**src/rtl/row_clear_ctrl.sv**
```systemverilog
// row_clear_ctrl: row-clear sequencer for a 4-wide, 3-row play-field.
// A grid is accepted in IDLE. Full rows are then found top row first and
// removed one per CLEAR cycle. The rows above each cleared row drop down by one.
// When no full row remains, the block pulses done, reports how many rows were
// cleared, and goes back to IDLE. A saturating score counts every cleared row.
module row_clear_ctrl #(
    parameter int SCORE_W = 8
) (
    input  logic               clk,
    input  logic               rst_n,
    input  logic               load,
    input  logic [11:0]        load_grid,
    input  logic               score_clr,
    output logic               ready,
    output logic               busy,
    output logic [11:0]        grid,
    output logic               done,
    output logic [1:0]         lines_cleared,
    output logic [SCORE_W-1:0] score
);

    localparam logic [1:0] ST_IDLE   = 2'd0;
    localparam logic [1:0] ST_DETECT = 2'd1;
    localparam logic [1:0] ST_CLEAR  = 2'd2;
    localparam logic [1:0] ST_DONE   = 2'd3;

    localparam logic [SCORE_W-1:0] SCORE_MAX = {SCORE_W{1'b1}};

    // One-hot full-row flags. Only the topmost full row is flagged.
    function automatic logic [2:0] full_row_onehot(input logic [11:0] g);
        logic [2:0] f;
        if (g[3:0] == 4'hF) begin
            f = 3'b001;
        end else if (g[7:4] == 4'hF) begin
            f = 3'b010;
        end else if (g[11:8] == 4'hF) begin
            f = 3'b100;
        end else begin
            f = 3'b000;
        end
        return f;
    endfunction

    // Converts the one-hot flag to a row index. A zero flag never reaches here.
    function automatic logic [1:0] onehot_to_row(input logic [2:0] f);
        logic [1:0] r;
        case (f)
            3'b001:  r = 2'd0;
            3'b010:  r = 2'd1;
            3'b100:  r = 2'd2;
            default: r = 2'd0;
        endcase
        return r;
    endfunction

    // Removes the selected row. The rows above it shift down one place and
    // an empty row enters at the top. Rows below the cleared row do not move.
    function automatic logic [11:0] clear_row(input logic [11:0] g, input logic [1:0] row);
        logic [11:0] n;
        case (row)
            2'd0:    n = {g[11:8], g[7:4], 4'h0};
            2'd1:    n = {g[11:8], g[3:0], 4'h0};
            2'd2:    n = {g[7:4],  g[3:0], 4'h0};
            default: n = g;
        endcase
        return n;
    endfunction

    logic [1:0]         state_q, state_d;
    logic [11:0]        grid_q, grid_d;
    logic [1:0]         row_sel_q, row_sel_d;
    logic [1:0]         cnt_q, cnt_d;
    logic [1:0]         lines_q, lines_d;
    logic [SCORE_W-1:0] score_q, score_d;
    logic               score_inc_s;
    logic [2:0]         full_s;

    // Combinational detection of full rows on the registered grid.
    always_comb begin
        full_s = full_row_onehot(grid_q);
    end

    // Next-state and datapath logic for the sequencer.
    always_comb begin
        state_d     = state_q;
        grid_d      = grid_q;
        row_sel_d   = row_sel_q;
        cnt_d       = cnt_q;
        lines_d     = lines_q;
        score_inc_s = 1'b0;
        case (state_q)
            ST_IDLE: begin
                if (load) begin
                    grid_d  = load_grid;
                    cnt_d   = 2'd0;
                    state_d = ST_DETECT;
                end else begin
                    state_d = ST_IDLE;
                end
            end
            ST_DETECT: begin
                if (full_s == 3'b000) begin
                    state_d = ST_DONE;
                end else begin
                    row_sel_d = onehot_to_row(full_s);
                    state_d   = ST_CLEAR;
                end
            end
            ST_CLEAR: begin
                grid_d      = clear_row(grid_q, row_sel_q);
                cnt_d       = cnt_q + 2'd1;
                score_inc_s = 1'b1;
                state_d     = ST_DETECT;
            end
            ST_DONE: begin
                lines_d = cnt_q;
                state_d = ST_IDLE;
            end
            default: begin
                state_d = ST_IDLE;
            end
        endcase
    end

    // Score update. A clear request takes priority over a same-cycle
    // increment, and an increment does nothing once the score is saturated.
    always_comb begin
        if (score_clr) begin
            score_d = '0;
        end else if (score_inc_s && (score_q != SCORE_MAX)) begin
            score_d = score_q + {{(SCORE_W-1){1'b0}}, 1'b1};
        end else begin
            score_d = score_q;
        end
    end

    // State and datapath registers, with asynchronous active-low reset.
    always_ff @(posedge clk or negedge rst_n) begin
        if (!rst_n) begin
            state_q   <= ST_IDLE;
            grid_q    <= 12'h000;
            row_sel_q <= 2'd0;
            cnt_q     <= 2'd0;
            lines_q   <= 2'd0;
            score_q   <= '0;
        end else begin
            state_q   <= state_d;
            grid_q    <= grid_d;
            row_sel_q <= row_sel_d;
            cnt_q     <= cnt_d;
            lines_q   <= lines_d;
            score_q   <= score_d;
        end
    end

    // Output decode from registered state. During the done cycle the new
    // count is driven straight through, so consumers can use it with done.
    always_comb begin
        ready = (state_q == ST_IDLE);
        busy  = (state_q == ST_DETECT) || (state_q == ST_CLEAR);
        done  = (state_q == ST_DONE);
        grid  = grid_q;
        score = score_q;
        if (state_q == ST_DONE) begin
            lines_cleared = cnt_q;
        end else begin
            lines_cleared = lines_q;
        end
    end

endmodule

```
**config.mk**
```make
export PLATFORM = sky130hd
export DESIGN_NAME = row_clear_ctrl
export DESIGN_NICKNAME = d
export VERILOG_FILES = /design/src/rtl/row_clear_ctrl.sv
export SDC_FILE = /design/constraint.sdc
export NUM_CORES = 1
export LEC_CHECK = 0
export ABC_AREA = 1
export BUFFER_PORTS_ARGS = -buffer_cell sky130_fd_sc_hd__buf_2
export CAP_MARGIN = 10
export CORE_MARGIN = 5
export CORE_UTILIZATION = 50
export CTS_BUF_LIST = sky130_fd_sc_hd__clkbuf_8
export DETAILED_ROUTE_END_ITERATION = 7
export MAX_ROUTING_LAYER = met4
export PLACE_DENSITY = 0.76
export SLEW_MARGIN = 20
export SYNTH_ARGS = -nofsm -noshare
export SYNTH_HDL_FRONTEND = slang
export SYNTH_SLANG_ARGS = --single-unit
export TNS_END_PERCENT = 20
```
**constraint.sdc**
```tcl
create_clock -name clk -period 1.53 [get_ports clk]
set_input_delay 0.0765 -clock clk [delete_from_list [all_inputs] [get_ports clk]]
set_output_delay 0.0765 -clock clk [all_outputs]
set_load 0.005 [all_outputs]
```
==> results.py <==
metrics = {
    "grt": {
        "overflow": 0,
        "grt_pass1_wl_mm": 5.93,
        "grt_max_degree": 29,
        "antenna_found_initial": 0,
        "grt_use_total": 0.182,
        "grt_pass1_vias": 1338,
    },
    "setup_path": {
        "start_kind": "flip-flop",
        "cp.required_ns": 1.45,
        "crit_chain": "buf_4 > ha_1 > a21oi_1 > buf_2",
        "setup.worst_path.end_class": "primary output",
        "crit_buf_inv": 2,
        "arrival_ns": 1.40,
        "cpMaxStageDelayCell": "dfrtp_1",
        "reg2regPathDepth": 8,
        "critPathMaxFanout": 5,
        "rrSetupSlack_ns": 0.09,
        "r2r_end": "grid[8]$_DFFE_PN0P_",
        "slowest_delay_ns": 0.41,
        "crit_path_end": "lines_cleared[0]",
        "crit-reg2reg-launch": "state_q[0]$_DFF_PN0_",
        "cp.depth": 4,
        "setup.worst_path.start": "state_q[0]$_DFF_PN0_",
        "critPathKind": "flip-flop to primary output",
        "cpLargestDelayFamily": "flip-flops",
    },
    "detailed_routing": {
        "drc": 0,
        "wirelength_mm": 3.48,
        "drtIter0Drc": 72,
        "dr.pass1.iters": 4,
        "wl_per_cell_um": 12.3,
        "drtAntennaViolNets": 0,
        "vias_per_cell": 5.15,
        "num_vias": 1451,
    },
    "cts": {
        "clock_latency_ns": 0.27,
        "clock-sinks": 28,
        "cts-root-buf": "clkbuf_8",
        "cts_max_level": 1,
        "cts_tree": "yes",
        "cts.path.max_buffers": 2,
        "numCtsBuffers": 3,
        "clk_pin_slew_ns": 0.09,
    },
    "timing": {
        "setup-violations-final": 0,
        "maxSlewViolCount": 0,
        "hold_viol": 0,
        "period_share": 0.964,
        "period_needed_ns": 1.48,
        "tightest_slew_ns": 0.599,
        "relSlewSlack": 0.600,
        "rsz0062_at_grt": "true",
        "fin_skew_ns": 0.00406,
        "fmax_mhz": 678,
    },
    "outcome": {
        "status": "complete, no violations",
    },
    "yosys": {
        "yosysWarnings": 0,
        "syn-instance-count": 198,
        "syn_area_per_cell_um2": 7.72,
        "seq_area_frac_synth": 0.459,
        "syn_area_mm2": 0.00153,
        "ys_types": 24,
        "synthesis.nets": 219,
        "ys_ff_latch": 28,
    },
    "placement": {
        "gp_congestion": 0.877,
        "post-place-cells": 273,
        "dpl_cell_area_mm2": 0.00179,
        "port_buffers": 40,
        "dpl.hpwl_mm": 2.67,
    },
    "cells_and_area": {
        "syn_to_final_growth_pct": 24.2,
        "nFillCells": 285,
        "stdcell_count": 282,
        "finalNetCount": 272,
        "drive_above_1_share": 0.285,
        "antenna_cells": 0,
        "final_util": 0.632,
        "fin_area_mm2": 0.00190,
    },
    "die": {
        "initial_core_util": 0.509,
        "core_mm2": 0.00300,
        "die_y_um": 65.3,
        "num_rows": 20,
        "dieArea_mm2": 0.00426,
        "fp.dieW_um": 65.3,
        "io_pins": 41,
    },
    "hold_path": {
        "min_path_type": "input port to flip-flop",
        "min_from": "load_grid[8]",
    },
    "run": {
        "max_cap_violations": 0,
    },
    "pwr": {
        "ir_drop_uv": 898,
        "p_leak_nw": 1.05,
        "finalPower_mw": 3.44,
        "pwr_density_cell_mw_per_mm2": 1810,
    },
}
==> layout by cell type (no fill, tap or decap), types with 4 or more instances in the layout <==
cell type	instances
nand2_1	65
buf_2	40
dfrtp_1	28
nand3_1	18
inv_1	16
nor2_1	16
buf_4	9
o21ai_0	7
a21oi_1	5
o21bai_1	5
nand4_1	4
nand2_2	4
o211ai_1	4
==> how the worst min path moves through the flow <==
stage                           endpoint  slack, ns  depth (start not counted)
floorplan           cnt_q[0]$_DFFE_PN0P_      -0.22                          0
global placement    score[2]$_DFFE_PN0P_       0.12                          1
detailed placement  score[2]$_DFFE_PN0P_       0.13                          1
CTS                  grid[8]$_DFFE_PN0P_       0.03                          3
global route         grid[8]$_DFFE_PN0P_       0.05                          3
finish               grid[8]$_DFFE_PN0P_       0.03                          3
==> worst min-delay path, cell delays in order <==
cell	delay [ns]
buf_2	0.08
o211ai_1	0.07
nand2_1	0.05
==> power by group <==
part           leakage [nW]  switching (mW)  internal (mW)  total (mW)
logic                 0.675            1.03          0.740        1.77
registers             0.358           0.245           1.03        1.27
clock network        0.0216           0.219          0.177       0.396
total                  1.05            1.50           1.95        3.44
==> state kept, by name, summed over array words and instances, names as in the netlist <==
signal	cells
row_sel_q	2
state_q	2
grid	12
lines_q	2
cnt_q	2
score	8
==> through the flow <==
step                worst slack, ns  TNS (ns)  hold WS, ns
floorplan                     0.159         0       -0.219
global placement             0.0908         0        0.123
detailed placement          0.00585         0        0.126
CTS                          0.0189         0       0.0331
global route                -0.0343    -0.203       0.0465
finish                       0.0544         0       0.0347
==> synthesized netlist by cell type <==
| library cell | n | area share |
|---|---|---|
| or2_2 | 2 | 0.0082 |
| nor2_1 | 17 | 0.042 |
| nor3_1 | 1 | 0.0033 |
| a21oi_4 | 1 | 0.011 |
| clkbuf_1 | 1 | 0.0025 |
| inv_2 | 2 | 0.0049 |
| inv_1 | 17 | 0.042 |
| ha_1 | 5 | 0.041 |
| nor2_2 | 2 | 0.0082 |
| nor2_4 | 1 | 0.0074 |
| xor2_1 | 1 | 0.0057 |
| a21oi_1 | 5 | 0.016 |
| nand3_1 | 18 | 0.059 |
| nand2_2 | 2 | 0.0082 |
| o21ai_0 | 9 | 0.029 |
| nand2_1 | 67 | 0.16 |
| nand4_1 | 4 | 0.016 |
| o211ai_1 | 4 | 0.020 |
| o21bai_1 | 5 | 0.025 |
| o21ai_2 | 1 | 0.0057 |
| or2_0 | 2 | 0.0082 |
| nand2_4 | 1 | 0.0074 |
| dfrtp_1 | 28 | 0.46 |
| buf_2 | 2 | 0.0066 |
==> cell families (layout without fill, tap and decap cells) <==
family                     count (synthesis)  in the layout  share of synthesized area
AOI/OAI and AO/OA                         25             25                      0.106
buffers and inverters                     22             72                     0.0557
adders and majority gates                  5              5                     0.0410
xor gates and xnor gates                   1              1                    0.00573
DFF                                       28             28                      0.459
and+or+nand+nor                          117            118                      0.333
==> repair_timing <==
item | CTS | global route
cloned | 0 | 1
hold buffers | 1 | 0
pin swaps | 1 | 2
buffers inserted | 0 | 4
endpoints found under the setup margin | 3 | 16
endpoints found under the hold margin | 28 | 0
gates resized for setup | 0 | 9
==> area by class of cell <==
| class | count | area, µm² | share of cell area |
|---|---|---|---|
| inverter | 19 | 71.3 | 0.0376 |
| sequential | 28 | 701 | 0.369 |
| timing repair buffer | 50 | 278 | 0.146 |
| multi-input combinational | 149 | 766 | 0.403 |
| tap | 33 | 41.3 | 0.0218 |
| clock buffer | 3 | 41.3 | 0.0218 |
==> layer usage <==
metal / wire length [µm] / track usage / part of all wire / vias to the layer above
met5: 0 / - / 0 / -
met4: 55 / 0.0622 / 0.016 / 0
met3: 177 / 0.0274 / 0.051 / 5
met2: 1700 / 0.297 / 0.49 / 40
met1: 1550 / 0.233 / 0.45 / 669
li1: - / - / - / 737
Note: power is estimated with default switching activity, not from simulation.
